### src/rtl/spu_sm_max_ctrl_if.sv
// Handshake/bus bundle for the softmax row-max sequencer.
// Row request, score-buffer read, running-max control and result channels.
//   slave  : sequencer view (drives busy, reads, comp ctrl, result)
//   master : environment view (drives start, row, abort, max_comp, ready)
interface spu_sm_max_ctrl_if #(
    parameter int ADDR_W = 10,
    parameter int LEN_W  = 12
);
    logic              start;
    logic [ADDR_W-1:0] row_base;
    logic [LEN_W-1:0]  row_len;
    logic              abort;
    logic              busy;
    logic              rd_en;
    logic [ADDR_W-1:0] rd_addr;
    logic              comp_en;
    logic              comp_rst;
    logic [3:0]        lane_mask;
    logic [7:0]        max_comp;
    logic              max_valid;
    logic [7:0]        max_data;
    logic              max_ready;

    modport slave (
        input  start, row_base, row_len, abort,
        input  max_comp, max_ready,
        output busy, rd_en, rd_addr, comp_en, comp_rst,
        output lane_mask, max_valid, max_data
    );

    modport master (
        output start, row_base, row_len, abort,
        output max_comp, max_ready,
        input  busy, rd_en, rd_addr, comp_en, comp_rst,
        input  lane_mask, max_valid, max_data
    );
endinterface

### src/rtl/spu_sm_max_ctrl.sv
// Softmax row-maximum sequencer: walks one int8 row (4 lanes/word),
// drives the running-max unit and hands the row max downstream.
// Ports: core_clk, rst (async, active-high), bus (slave modport):
//   start/row_base/row_len/abort in, busy out,
//   rd_en/rd_addr out, comp_en/comp_rst/lane_mask out, max_comp in,
//   max_valid/max_data out, max_ready in.
module spu_sm_max_ctrl #(
    parameter int ADDR_W = 10,
    parameter int LEN_W  = 12,
    parameter int RD_LAT = 1
) (
    input  logic             core_clk,
    input  logic             rst,
    spu_sm_max_ctrl_if.slave bus
);
    localparam int         BW        = LEN_W - 1;
    localparam logic [7:0] NEG_FLOOR = 8'h81;

    typedef enum logic [2:0] {
        IDLE,
        ISSUE,
        DRAIN,
        HOLD,
        CLR
    } state_t;

    state_t state_q, state_d;

    logic [ADDR_W-1:0] addr_q, addr_d;
    logic [BW-1:0]     left_q, left_d;
    logic [2:0]        cnt_q, cnt_d;
    logic [3:0]        tail_q, new_tail;
    logic [7:0]        mdata_q, mdata_d;
    logic              mvalid_q, mvalid_d;
    logic              crst_q, crst_d;
    logic              busy_q;
    logic              rd_d, last_d;
    logic              capture, flush;
    logic [BW-1:0]     beats;

    // Alignment line: bit 0 is the live read strobe, the
    // last stage feeds the registered comp_en/lane_mask.
    logic [RD_LAT-1:0] sr_v, sr_last;
    logic              comp_en_q;
    logic [3:0]        mask_q;

    // ceil(row_len / 4)
    assign beats = BW'(bus.row_len[LEN_W-1:2])
                 + BW'(|bus.row_len[1:0]);

    always_comb begin
        unique case (bus.row_len[1:0])
            2'd1:    new_tail = 4'b0001;
            2'd2:    new_tail = 4'b0011;
            2'd3:    new_tail = 4'b0111;
            default: new_tail = 4'b1111;
        endcase
    end

    always_ff @(posedge core_clk or posedge rst) begin
        if (rst) begin
            state_q <= IDLE;
        end else begin
            state_q <= state_d;
        end
    end

    always_comb begin
        state_d  = state_q;
        addr_d   = addr_q;
        left_d   = left_q;
        cnt_d    = cnt_q;
        mdata_d  = mdata_q;
        mvalid_d = 1'b0;
        crst_d   = 1'b0;
        rd_d     = 1'b0;
        last_d   = 1'b0;
        capture  = 1'b0;
        flush    = 1'b0;
        unique case (state_q)
            IDLE: begin
                if (bus.start) begin
                    if (bus.row_len != '0) begin
                        state_d = ISSUE;
                        capture = 1'b1;
                        rd_d    = 1'b1;
                        addr_d  = bus.row_base;
                        left_d  = beats - BW'(1);
                        last_d  = (beats == BW'(1));
                    end else begin
                        state_d  = HOLD;
                        mdata_d  = NEG_FLOOR;
                        mvalid_d = 1'b1;
                    end
                end
            end
            ISSUE: begin
                if (left_q == '0) begin
                    state_d = DRAIN;
                    cnt_d   = '0;
                end else begin
                    rd_d   = 1'b1;
                    addr_d = addr_q + ADDR_W'(1);
                    left_d = left_q - BW'(1);
                    last_d = (left_q == BW'(1));
                end
            end
            DRAIN: begin
                // RD_LAT+1 cycles: last read returns, then the
                // final running-max update lands in max_comp.
                if (cnt_q == 3'(RD_LAT)) begin
                    state_d  = HOLD;
                    mdata_d  = bus.max_comp;
                    mvalid_d = 1'b1;
                end else begin
                    cnt_d = cnt_q + 3'd1;
                end
            end
            HOLD: begin
                if (bus.max_ready) begin
                    state_d = CLR;
                    crst_d  = 1'b1;
                end else begin
                    mvalid_d = 1'b1;
                end
            end
            CLR: begin
                state_d = IDLE;
            end
            default: begin
                state_d = IDLE;
            end
        endcase
        // abort beats a same-cycle handshake in HOLD
        if (bus.abort &&
            (state_q == ISSUE || state_q == DRAIN ||
             state_q == HOLD)) begin
            state_d  = CLR;
            rd_d     = 1'b0;
            last_d   = 1'b0;
            mvalid_d = 1'b0;
            crst_d   = 1'b1;
            flush    = 1'b1;
        end
    end

    always_ff @(posedge core_clk or posedge rst) begin
        if (rst) begin
            busy_q   <= 1'b0;
            addr_q   <= '0;
            left_q   <= '0;
            cnt_q    <= '0;
            tail_q   <= 4'b1111;
            mdata_q  <= NEG_FLOOR;
            mvalid_q <= 1'b0;
            crst_q   <= 1'b0;
        end else begin
            busy_q   <= (state_d != IDLE);
            addr_q   <= addr_d;
            left_q   <= left_d;
            cnt_q    <= cnt_d;
            mdata_q  <= mdata_d;
            mvalid_q <= mvalid_d;
            crst_q   <= crst_d;
            if (capture) begin
                tail_q <= new_tail;
            end
        end
    end

    always_ff @(posedge core_clk or posedge rst) begin
        if (rst) begin
            sr_v      <= '0;
            sr_last   <= '0;
            comp_en_q <= 1'b0;
            mask_q    <= 4'b0000;
        end else if (flush) begin
            sr_v      <= '0;
            sr_last   <= '0;
            comp_en_q <= 1'b0;
            mask_q    <= 4'b0000;
        end else begin
            sr_v[0]    <= rd_d;
            sr_last[0] <= last_d;
            for (int i = 1; i < RD_LAT; i++) begin
                sr_v[i]    <= sr_v[i-1];
                sr_last[i] <= sr_last[i-1];
            end
            comp_en_q <= sr_v[RD_LAT-1];
            if (!sr_v[RD_LAT-1]) begin
                mask_q <= 4'b0000;
            end else if (sr_last[RD_LAT-1]) begin
                mask_q <= tail_q;
            end else begin
                mask_q <= 4'b1111;
            end
        end
    end

    assign bus.busy      = busy_q;
    assign bus.rd_en     = sr_v[0];
    assign bus.rd_addr   = addr_q;
    assign bus.comp_en   = comp_en_q;
    assign bus.comp_rst  = crst_q;
    assign bus.lane_mask = mask_q;
    assign bus.max_valid = mvalid_q;
    assign bus.max_data  = mdata_q;
endmodule

### src/flat_wrapper.sv
// flat-port wrapper written by rule: the top's interface ports become plain ports
module spu_sm_max_ctrl_flat 
#(
    parameter int ADDR_W = 10,
    parameter int LEN_W  = 12,
    parameter int RD_LAT = 1
)
  (core_clk, rst, bus_start, bus_row_base, bus_row_len, bus_abort, bus_max_comp, bus_max_ready, bus_busy, bus_rd_en, bus_rd_addr, bus_comp_en, bus_comp_rst, bus_lane_mask, bus_max_valid, bus_max_data);
  spu_sm_max_ctrl_if #(.ADDR_W(ADDR_W), .LEN_W(LEN_W)) bus_i ();
  input  logic core_clk;
  input  logic rst;
  input wire logic [$bits(bus_i.start)-1:0] bus_start;
  input wire logic [$bits(bus_i.row_base)-1:0] bus_row_base;
  input wire logic [$bits(bus_i.row_len)-1:0] bus_row_len;
  input wire logic [$bits(bus_i.abort)-1:0] bus_abort;
  input wire logic [$bits(bus_i.max_comp)-1:0] bus_max_comp;
  input wire logic [$bits(bus_i.max_ready)-1:0] bus_max_ready;
  output wire logic [$bits(bus_i.busy)-1:0] bus_busy;
  output wire logic [$bits(bus_i.rd_en)-1:0] bus_rd_en;
  output wire logic [$bits(bus_i.rd_addr)-1:0] bus_rd_addr;
  output wire logic [$bits(bus_i.comp_en)-1:0] bus_comp_en;
  output wire logic [$bits(bus_i.comp_rst)-1:0] bus_comp_rst;
  output wire logic [$bits(bus_i.lane_mask)-1:0] bus_lane_mask;
  output wire logic [$bits(bus_i.max_valid)-1:0] bus_max_valid;
  output wire logic [$bits(bus_i.max_data)-1:0] bus_max_data;
  assign bus_i.start = bus_start;
  assign bus_i.row_base = bus_row_base;
  assign bus_i.row_len = bus_row_len;
  assign bus_i.abort = bus_abort;
  assign bus_i.max_comp = bus_max_comp;
  assign bus_i.max_ready = bus_max_ready;
  assign bus_busy = bus_i.busy;
  assign bus_rd_en = bus_i.rd_en;
  assign bus_rd_addr = bus_i.rd_addr;
  assign bus_comp_en = bus_i.comp_en;
  assign bus_comp_rst = bus_i.comp_rst;
  assign bus_lane_mask = bus_i.lane_mask;
  assign bus_max_valid = bus_i.max_valid;
  assign bus_max_data = bus_i.max_data;
  spu_sm_max_ctrl #(.ADDR_W(ADDR_W), .LEN_W(LEN_W), .RD_LAT(RD_LAT)) u_core (.core_clk(core_clk), .rst(rst), .bus(bus_i));
endmodule
### config.mk
export PLATFORM = sky130hd
export DESIGN_NAME = spu_sm_max_ctrl_flat
export DESIGN_NICKNAME = d
export VERILOG_FILES = /design/src/rtl/spu_sm_max_ctrl_if.sv /design/src/rtl/spu_sm_max_ctrl.sv /design/src/flat_wrapper.sv
export SDC_FILE = /design/constraint.sdc
export NUM_CORES = 1
export LEC_CHECK = 0
export ABC_CLOCK_PERIOD_IN_PS = 4870
export CORE_UTILIZATION = 55
export CTS_CLUSTER_SIZE = 24
export DETAILED_ROUTE_END_ITERATION = 10
export GPL_TIMING_DRIVEN = 0
export HOLD_SLACK_MARGIN = 0.15
export MAX_ROUTING_LAYER = met4
export PLACE_DENSITY_LB_ADDON = 0.08
export SETUP_SLACK_MARGIN = 0.1
export SYNTH_ARGS = -nofsm -noshare
export SYNTH_HDL_FRONTEND = slang
export SYNTH_SLANG_ARGS = --single-unit
### constraint.sdc
create_clock -name core_clk -period 4.87 [get_ports core_clk]
set_input_delay 0.974 -clock core_clk [delete_from_list [all_inputs] [get_ports core_clk]]
set_output_delay 0.974 -clock core_clk [all_outputs]
set_load 0.02 [all_outputs]
==> results.toml, run 1 <==
[floorplan]
start_util_pct = 58.3
die_h_um = 76.5
die_x_um = 76.5
ios = 62
coreArea_sq_um = 5240
rows = 26
dieArea_sq_um = 5860

[clock_tree]
clk_pin_slew_ns = 0.09
cts_root_buffer = "clkbuf_8"
cts.repair.resized = 0
numCtsBuffers = 5
cts.htree.levels = 2
cts_setup_buffers = 0
clock_latency_ns = 0.29
cts_buffer_depth = 2
clock-sinks = 47
cts_tree = "done"
cts_hold_repair.buffers = 0

[detailed_routing]
wl_mm = 7.47
viasPerCell = 6.07
drt_iter0_drc = 138
vias = 3012
detail_route.wl_per_cell_um = 15.1
dr.pass1.iters = 4
drc = 0
postRouteAntennaNets = 0

[synthesis]
ys.flop_type = "dfrtp_1"
synth-edff-count = 0
synth_nets = 406
synth-seq-cells = 47
syn_inst = 360
yosysSeqAreaShare_pct = 38.7
synth-async-reset-ratio_pct = 100
ys_warn_count = 0
synth_area_per_cell_sq_um = 8.49
synth_cell_types = 54
syn_area_sq_um = 3060

[power]
switchingPower_uw = 800
pwr-share-clk_pct = 15.6
p_per_area_nw_per_um2 = 500
seqPwrFrac_pct = 35.0
switching_share_pct = 41.5
pwr-share-comb_pct = 49.4
p_int_uw = 1130
cellLeakagePower_uw = 0.00156
peakVddDrop_v = 0.000242

[critical_path]
cp-startpoint = "bus_row_len[0]"
crit_top_cell = "ha_1"
worst-r2r-cell-count = 7
crit_type = "in -> reg"
crit_fanout = 8
start_kind = "primary input"
cp.required_ns = 5.06
worstSetupEndpointType = "flip-flop"
r2r_start = "u_core.state_q[1]"
path_cells = "clkdlybuf4s50_1, inv_1, ha_1, inv_1, ha_1, ha_1, clkbuf_1, and4_1, clkbuf_1, o2111ai_1, a22oi_1, o211ai_1, a211oi_1"
slowest_delay_ns = 0.49
r2r_end = "u_core.bus.rd_addr[6]"
r2r_setup_slack_ns = 2.37
arrival_ns = 4.12
cp_slowest_cell = "clkdlybuf4s50_1"
cp-endpoint = "u_core.sr_last"

[run]
drv_cap = 0

[sta]
rsz0062_at_grt = "false"
finalSetupViolCount = 0
slew_violations = 0
post-route-period-util_pct = 80.7
clock_skew_ns = 0.00934
max_freq_ghz = 0.254
worstMarginPinSlew_ns = 0.759
hold_viol = 0
setup_slack_ns = 0.938
finalSetupTns_ns = 0
maxSlewHeadroom_pct = 48.7
fin_crit_ns = 3.93

[layout]
area_growth_pct = 26.2
fin_nets = 471
layout-drive-gt1-share_pct = 8.45
antenna_cells_inserted = 0
fin_area_sq_um = 3850
layout_common_cells = "57 x clkdlybuf4s50_1, 42 x dfrtp_1, 33 x nor2_1"
nFillCells = 416
layout.cells.non_filler = 496
final_common_cell = "clkdlybuf4s50_1"
finish.utilization_pct = 73.6

[global_route]
grt_usage_pct = 27.7
grt_start_max_net_pins = 27
antenna_found_initial = 0
grt_pass1_vias = 2809
grt_pass1_wl_mm = 12.8
overflow = 0

[placement]
portBuffers = 57
dpl_worst_slack_ns = 0.737
dp_hpwl_mm = 5.54
placed_cell_area_sq_um = 3730
place.gp.congestion = 0.965
dp.cells = 488

[status]
status = "completed"

[min_path]
min_from = "u_core.sr_last"
worstHoldPathType = "reg -> reg"
holdPathStages = 1
state kept, by name (all words and copies together), names as in the netlist:
| register | count |
|---|---|
| u_core.left_q | 11 |
| u_core.bus.rd_addr | 10 |
| u_core.bus.max_data | 8 |
| u_core.bus.lane_mask | 4 |
| u_core.cnt_q | 3 |
| u_core.state_q | 3 |
| u_core.tail_q | 3 |
| u_core.bus.busy | 1 |
| u_core.bus.comp_rst | 1 |
| u_core.bus.max_valid | 1 |
| u_core.bus.rd_en | 1 |
| u_core.sr_last | 1 |
worst max-delay path: cells and delay by family:
kind / cells / cell delay [ns]
AOI/OAI and AO/OA: 4 / 0.97
adders and majority gates: 3 / 0.71
buffers and inverters: 5 / 1.20
and+or+nand+nor: 1 / 0.25
stage by stage:
stage	power (uW)	hold slack, ns
after floorplan	1280	0.445
after global placement	1590	0.456
after detailed placement	1620	0.468
after CTS	1930	0.481
after global routing	2060	0.515
final	1930	0.480
power groups by stage:
stage	logic [uW]	clock network (uW)	registers, uW
finish	952	300	675
global placement	918	0	672
floorplan	534	0	743
global route	1050	325	694
detailed placement	945	0	677
CTS	950	306	671
cell usage after synthesis, types with 3 or more instances:
| cell type | number | area (sq um) |
|---|---|---|
| a211oi_1 | 8 | 60.1 |
| or4_1 | 3 | 22.5 |
| nand2_1 | 31 | 116 |
| nor3_1 | 7 | 35.0 |
| a31oi_1 | 9 | 56.3 |
| inv_1 | 16 | 60.1 |
| nand2b_1 | 4 | 25.0 |
| o21a_1 | 3 | 22.5 |
| and3_1 | 10 | 62.6 |
| nor4_1 | 7 | 43.8 |
| nor2_1 | 33 | 124 |
| o22a_1 | 3 | 26.3 |
| xnor2_1 | 11 | 96.3 |
| nor4b_1 | 3 | 26.3 |
| nand4_1 | 4 | 25.0 |
| a21oi_1 | 26 | 130 |
| ha_1 | 11 | 138 |
| a22oi_1 | 3 | 22.5 |
| dfstp_2 | 5 | 131 |
| or3_1 | 5 | 31.3 |
| and4_1 | 4 | 35.0 |
| a21oi_2 | 3 | 26.3 |
| nand3_1 | 20 | 100 |
| buf_6 | 3 | 33.8 |
| xor2_1 | 3 | 26.3 |
| and2_1 | 3 | 18.8 |
| clkbuf_1 | 16 | 60.1 |
| nor3b_1 | 4 | 30.0 |
| dfrtp_1 | 42 | 1050 |
| o211ai_1 | 5 | 37.5 |
| o21ai_0 | 21 | 105 |
| o2bb2ai_1 | 3 | 26.3 |
| buf_2 | 5 | 25.0 |
logic make-up (layout without fill, tap and decap cells):
| logic type | after synthesis | after routing | share of synthesized area [%] |
|---|---|---|---|
| AND/OR/NAND/NOR | 147 | 147 | 25.1 |
| XOR/XNOR | 14 | 14 | 4.01 |
| buffers and inverters | 41 | 107 | 6.10 |
| AO/OA/AOI/OAI | 100 | 100 | 21.5 |
| flip-flops | 47 | 47 | 38.7 |
| adder cells (fa/ha/maj) | 11 | 11 | 4.50 |
metal layers:
metal / vias up / GRT usage (%) / routed length (um)
met5: - / - / 0
met4: 0 / 7.50 / 93
met3: 9 / 5.15 / 432
met2: 118 / 45.1 / 3620
met1: 1443 / 35.4 / 3330
li1: 1442 / - / -
final cells by class:
class / instances / area (sq um) / area share, %
well taps: 70 / 87.6 / 2.27
flip-flops and latches: 47 / 1180 / 30.7
inverters: 16 / 60.1 / 1.56
clock buffers: 6 / 82.6 / 2.14
repair buffers: 58 / 591 / 15.3
clock inverters: 2 / 38.8 / 1.01
multi-input cells: 272 / 1690 / 43.8
plain buffers: 25 / 126 / 3.28
worst min-delay path by stage:
| stage | endpoint | slack (ns) |
|---|---|---|
| finish | u_core.bus.lane_mask[2] | 0.48 |
| global route | u_core.bus.lane_mask[2] | 0.51 |
| CTS | u_core.bus.lane_mask[3] | 0.48 |
| detailed placement | u_core.bus.lane_mask[3] | 0.47 |
| global placement | u_core.bus.lane_mask[1] | 0.46 |
| floorplan | u_core.bus.lane_mask[1] | 0.45 |
No activity file was read; power rests on OpenSTA's default activity.
==> inputs of run 2 (changes only) <==
Settings changed: ABC_CLOCK_PERIOD_IN_PS 4870 to 3200, CORE_UTILIZATION 55 to 47.
Clock period 4.87 ns to 3.2 ns, I/O delays scaled along.
==> run 2 against run 1 <==
Net effect:
- sequential power grew 51%
- worst hold slack improved by 0.0091 ns
- core utilization down 11 points
- clock-buffer cell count did not move
- flip-flop and latch count unchanged
- design area increased by 1.7%
- combinational power up 52%
- clock power grew 41%
- routed wire length up 2.0%
- register-to-register slack worse by 1.7 ns
- global-route usage shrank 3.5 points
==> results.toml, run 2 (synthesis gave the netlist of run 1 again) <==
[global_route]
grt_pass1_wl_mm = 12.3
gr-usage-met2_pct = 38.5
grt_usage_pct = 24.2
top_usage_layer = "met2"
grt_use_met3_pct = 3.74
grt_util_met1_pct = 31.7
overflow = 0
grt_pass1_vias = 2669
grt_start_max_net_pins = 43
antenna_found_initial = 0

[sta]
clock_skew_ns = 0.00429
max_freq_ghz = 0.334
hold_viol = 0
post-route-period-util_pct = 93.6
finalSetupViolCount = 0
setup_slack_ns = 0.206
finalSetupTns_ns = 0
worstMarginPinSlew_ns = 0.580
maxSlewHeadroom_pct = 61.2
slew_violations = 0
rsz0062_at_grt = "true"
fin_crit_ns = 2.99

[layout]
multiInputGateArea_sq_um = 1760
area_growth_pct = 28.3
largest-register = "u_core.left_q"
layout.cells.non_filler = 502
nFillCells = 573
final_common_cell = "clkdlybuf4s50_1"
ff_latch_area_sq_um = 1180
layout-drive-gt1-share_pct = 10.4
fin_nets = 471
fin_area_sq_um = 3920
antenna_cells_inserted = 0
layout_common_cells = "57 x clkdlybuf4s50_1, 42 x dfrtp_1, 33 x nor2_1"
largest_register_ffs = 11

[critical_path]
worstSetupEndpointType = "flip-flop"
path_cells = "clkdlybuf4s50_1, inv_1, ha_1, inv_2, ha_4, ha_1, inv_1, ha_4, o211ai_1, o2111a_1, or3_1, a31o_2"
cp_slowest_cell = "clkdlybuf4s50_1"
slowest_delay_ns = 0.49
cp.required_ns = 3.39
worst-r2r-cell-count = 7
crit_type = "in -> reg"
r2r_end = "u_core.bus.rd_addr[7]"
cp-startpoint = "bus_row_len[0]"
cp-endpoint = "u_core.left_q[6]"
start_kind = "primary input"
r2r_setup_slack_ns = 0.66
crit_fanout = 7
arrival_ns = 3.19
r2r_start = "u_core.state_q[1]"

[floorplan]
ios = 62
die_x_um = 82.6
dieArea_sq_um = 6830
rows = 29
die_h_um = 82.6
start_util_pct = 48.4
coreArea_sq_um = 6310

[clock_tree]
cts_tree = "done"
cts.htree.levels = 2
numCtsBuffers = 5
cts_buffer_depth = 2
clock_latency_ns = 0.30
clock-sinks = 47
cts_hold_repair.buffers = 0
clk_pin_slew_ns = 0.08
cts_root_buffer = "clkbuf_8"

[detailed_routing]
drc = 0
drt_iter0_drc = 125
postRouteAntennaNets = 0
detail_route.wl_per_cell_um = 15.2
vias = 2920
viasPerCell = 5.82
dr.pass1.iters = 4
wl_mm = 7.62

[placement]
dp_hpwl_mm = 5.49
portBuffers = 57
place.gp.congestion = 0.883
dp.cells = 495
dpl_worst_slack_ns = -0.532
placed_cell_area_sq_um = 3740

[power]
cellLeakagePower_uw = 0.00158
total_power_uw = 2900
peakVddDrop_v = 0.000543
p_per_area_nw_per_um2 = 739

[min_path]
worstHoldPathType = "reg -> reg"
holdPathStages = 1

[run]
drv_cap = 0

[status]
status = "completed"
-- run 2: cell types whose count changed in the layout (fill, tap and decap cells not counted), moves of 2 or more --
cell / change
ha_1: -2
ha_4: +2
a211oi_1: -2
a211oi_2: +2
-- run 2: cell type report --
cell class              instances  area share (%)
well taps                      77            2.46
flip-flops and latches         47            30.2
clock buffers                   6            1.85
plain buffers                  25            3.35
inverters                      16            1.53
clock inverters                 1           0.766
repair buffers                 58            15.1
multi-input cells             272            44.8
-- run 2: how the worst min path moves through the flow --
stage,from,end
final,u_core.sr_last,u_core.bus.lane_mask[2]
after global routing,u_core.sr_last,u_core.bus.lane_mask[2]
after floorplan,u_core.sr_last,u_core.bus.lane_mask[1]
after detailed placement,u_core.sr_last,u_core.bus.lane_mask[2]
after CTS,u_core.sr_last,u_core.bus.lane_mask[2]
after global placement,u_core.sr_last,u_core.bus.lane_mask[3]
-- run 2: stage by stage --
stage / util (%) / hold WS (ns)
finish: 62.1 / 0.489
global route: 62.1 / 0.503
CTS: 61.3 / 0.481
detailed placement: 59.3 / 0.474
global placement: 59.0 / 0.466
floorplan: - / 0.445
-- run 2: repair_timing --
| action | 4_1_cts | 5_1_grt |
|---|---|---|
| gates resized for setup | 8 | 8 |
| buffers inserted | 0 | 0 |
| setup endpoints to repair | 5 | 6 |
| pin swaps | 1 | 2 |
-- run 2: critical path: cells and delay by family --
| family | cells | cell delay, ns |
|---|---|---|
| buf+inv | 4 | 0.78 |
| compound gates | 3 | 0.61 |
| fa+ha+maj | 4 | 0.81 |
| simple gates | 1 | 0.34 |
-- run 2: power breakdown --
group          leakage [uW]  internal (uW)  total [uW]  switching [uW]
Clock             0.0000513            229         422             193
Combinational      0.000956            639        1450             814
Sequential         0.000575            822        1020             200
Total               0.00158           1690        2900            1210
-- run 2: routing by layer --
layer  part of all wire (%)  wire [um]
met3                    5.0        384
met5                      0          0
met2                     49       3700
met1                     45       3450
met4                    1.1         86
==> inputs of run 3 (changes only) <==
--- a/config.mk
+++ b/config.mk
@@ -8,5 +8,6 @@
 export ABC_CLOCK_PERIOD_IN_PS = 3200
-export CORE_UTILIZATION = 47
+export CORE_UTILIZATION = 55
 export CTS_CLUSTER_SIZE = 24
 export DETAILED_ROUTE_END_ITERATION = 10
+export DONT_BUFFER_PORTS = 1
 export GPL_TIMING_DRIVEN = 0
@@ -16,2 +17,3 @@
 export SETUP_SLACK_MARGIN = 0.1
+export SKIP_LAST_GASP = 1
 export SYNTH_ARGS = -nofsm -noshare
==> constraint.sdc (replaced) <==
create_clock -name core_clk -period 3.2 [get_ports core_clk]
set_input_delay 0.32 -clock core_clk [delete_from_list [all_inputs] [get_ports core_clk]]
set_output_delay 0.32 -clock core_clk [all_outputs]
set_load 0.02 [all_outputs]
==> run 3 against run 2 <==
Net effect:
- fmax grew 13%
- sequential power grew 16%
- clock-buffer cell count unchanged
- routed wire length is 4.9% lower
- core utilization is 2.3 points higher
- sequential share of layout area is 4.9 points higher
- setup slack better by 0.35 ns
- largest power group is now registers
==> results.toml, run 3 (synthesis gave the netlist of run 1 again) <==
[status]
status = "completed"

[sta]
finalSetupViolCount = 0
hold_viol = 0
maxSlewHeadroom_pct = 54.9
rsz0062_at_grt = "false"
post-route-period-util_pct = 82.8
clock_skew_ns = 0.00701
max_freq_ghz = 0.378
worstMarginPinSlew_ns = 0.667
fin_crit_ns = 2.65
finalSetupTns_ns = 0
slew_violations = 0

[clock_tree]
cts_root_buffer = "clkbuf_8"
cts.repair.resized = 0
clock_latency_ns = 0.30
numCtsBuffers = 5
cts.htree.levels = 2
cts_buffer_depth = 2
cts_tree = "done"
clk_pin_slew_ns = 0.09
clock-sinks = 47

[global_route]
grt_pass1_wl_mm = 12.1
antenna_found_initial = 0
grt_pass1_vias = 2584
grt_start_max_net_pins = 34
overflow = 0
grt_usage_pct = 26.3

[detailed_routing]
wl_mm = 7.25
detail_route.wl_per_cell_um = 16.2
viasPerCell = 6.25
vias = 2798
dr.pass1.iters = 5
drc = 0
postRouteAntennaNets = 0
drt_iter0_drc = 126

[min_path]
worstHoldPathType = "in -> reg"

[layout]
layout.cells.non_filler = 448
fin_area_sq_um = 3370
layout-drive-gt1-share_pct = 9.52
finish.utilization_pct = 64.4
fin_nets = 423
area_growth_pct = 10.4
final_common_cell = "dfrtp_1"
largest-register = "u_core.left_q"
layout_common_cells = "42 x dfrtp_1, 33 x nor2_1, 31 x nand2_1"
antenna_cells_inserted = 0
nFillCells = 458
largest_register_ffs = 11

[power]
peakVddDrop_v = 0.000377
cellLeakagePower_uw = 0.00138
p_per_area_nw_per_um2 = 797

[placement]
placed_cell_area_sq_um = 3160
portBuffers = 0
place.gp.congestion = 0.872
dp.cells = 431
dp_hpwl_mm = 5.18

[floorplan]
die_h_um = 76.5
start_util_pct = 58.3
coreArea_sq_um = 5240
dieArea_sq_um = 5860
ios = 62
rows = 26
die_x_um = 76.5

[critical_path]
start_kind = "primary input"
crit_fanout = 8
arrival_ns = 2.86
crit_type = "in -> reg"
worstSetupEndpointType = "flip-flop"
cp.required_ns = 3.41
r2r_setup_slack_ns = 0.69

[run]
drv_cap = 0
run 3: cell types whose count changed in the layout (fill, tap and decap cells not counted), moves of 2 or more:
| cell | change |
|---|---|
| ha_1 | +2 |
| clkdlybuf4s50_1 | -57 |
| a211oi_2 | -2 |
| ha_4 | -2 |
| dlygate4sd3_1 | +9 |
| a211oi_1 | +2 |
run 3: layout make-up:
cell class	instances	area (sq um)	share of cell area [%]
multi-input combinational	272	1690	50.0
tap	70	87.6	2.60
clock buffer	6	82.6	2.45
inverter	16	60.1	1.78
clock inverter	2	38.8	1.15
sequential	47	1180	35.0
buffer	25	126	3.74
timing repair buffer	10	110	3.26
run 3: critical path, cell delays in order:
cell,delay (ns)
inv_1,0.04
ha_1,0.20
inv_1,0.16
ha_1,0.28
ha_1,0.17
clkbuf_1,0.28
and4_1,0.23
clkbuf_1,0.20
o2111ai_1,0.17
a22oi_1,0.32
o211ai_1,0.19
a211oi_1,0.28
run 3: metrics by stage:
| stage | power, uW | setup WS [ns] | hold slack [ns] |
|---|---|---|---|
| after CTS | 2680 | 0.586 | 0.166 |
| after global routing | 2880 | 0.323 | 0.165 |
| after floorplan | 1940 | 0.732 | 0.425 |
| after detailed placement | 2200 | 0.262 | 0.193 |
| final | 2690 | 0.551 | 0.168 |
| after global placement | 2170 | 0.318 | 0.428 |
run 3: timing repair:
action	in CTS	in global routing
hold buffers	9	0
buffers inserted	0	0
hold endpoints to repair	20	0
run 3: worst paths after layout:
kind,from,to,cells past startpoint
min,bus_row_base[0],u_core.bus.rd_addr[0],2
max in group asynchronous,rst,u_core.tail_q[2],3
max reg2reg,u_core.state_q[1],u_core.left_q[9],7
min in group asynchronous,rst,u_core.bus.max_data[5],2
max,bus_row_len[1],u_core.sr_last,12
min reg2reg,u_core.sr_last,u_core.bus.lane_mask[3],1
run 3: power breakdown:
part	internal (uW)	switching [uW]	leakage (uW)	total (uW)
clock network	257	213	0.0000618	470
registers	821	362	0.000575	1180
logic	419	619	0.000743	1040
total	1500	1190	0.00138	2690
run 3: metal layers:
layer | share of wire [%] | vias to the layer above | track usage (%)
met5 | 0 | - | -
met4 | 0.81 | 0 | 6.35
met3 | 6.8 | 8 | 6.23
met2 | 47 | 110 | 41.4
met1 | 45 | 1340 | 34.3
li1 | - | 1340 | -
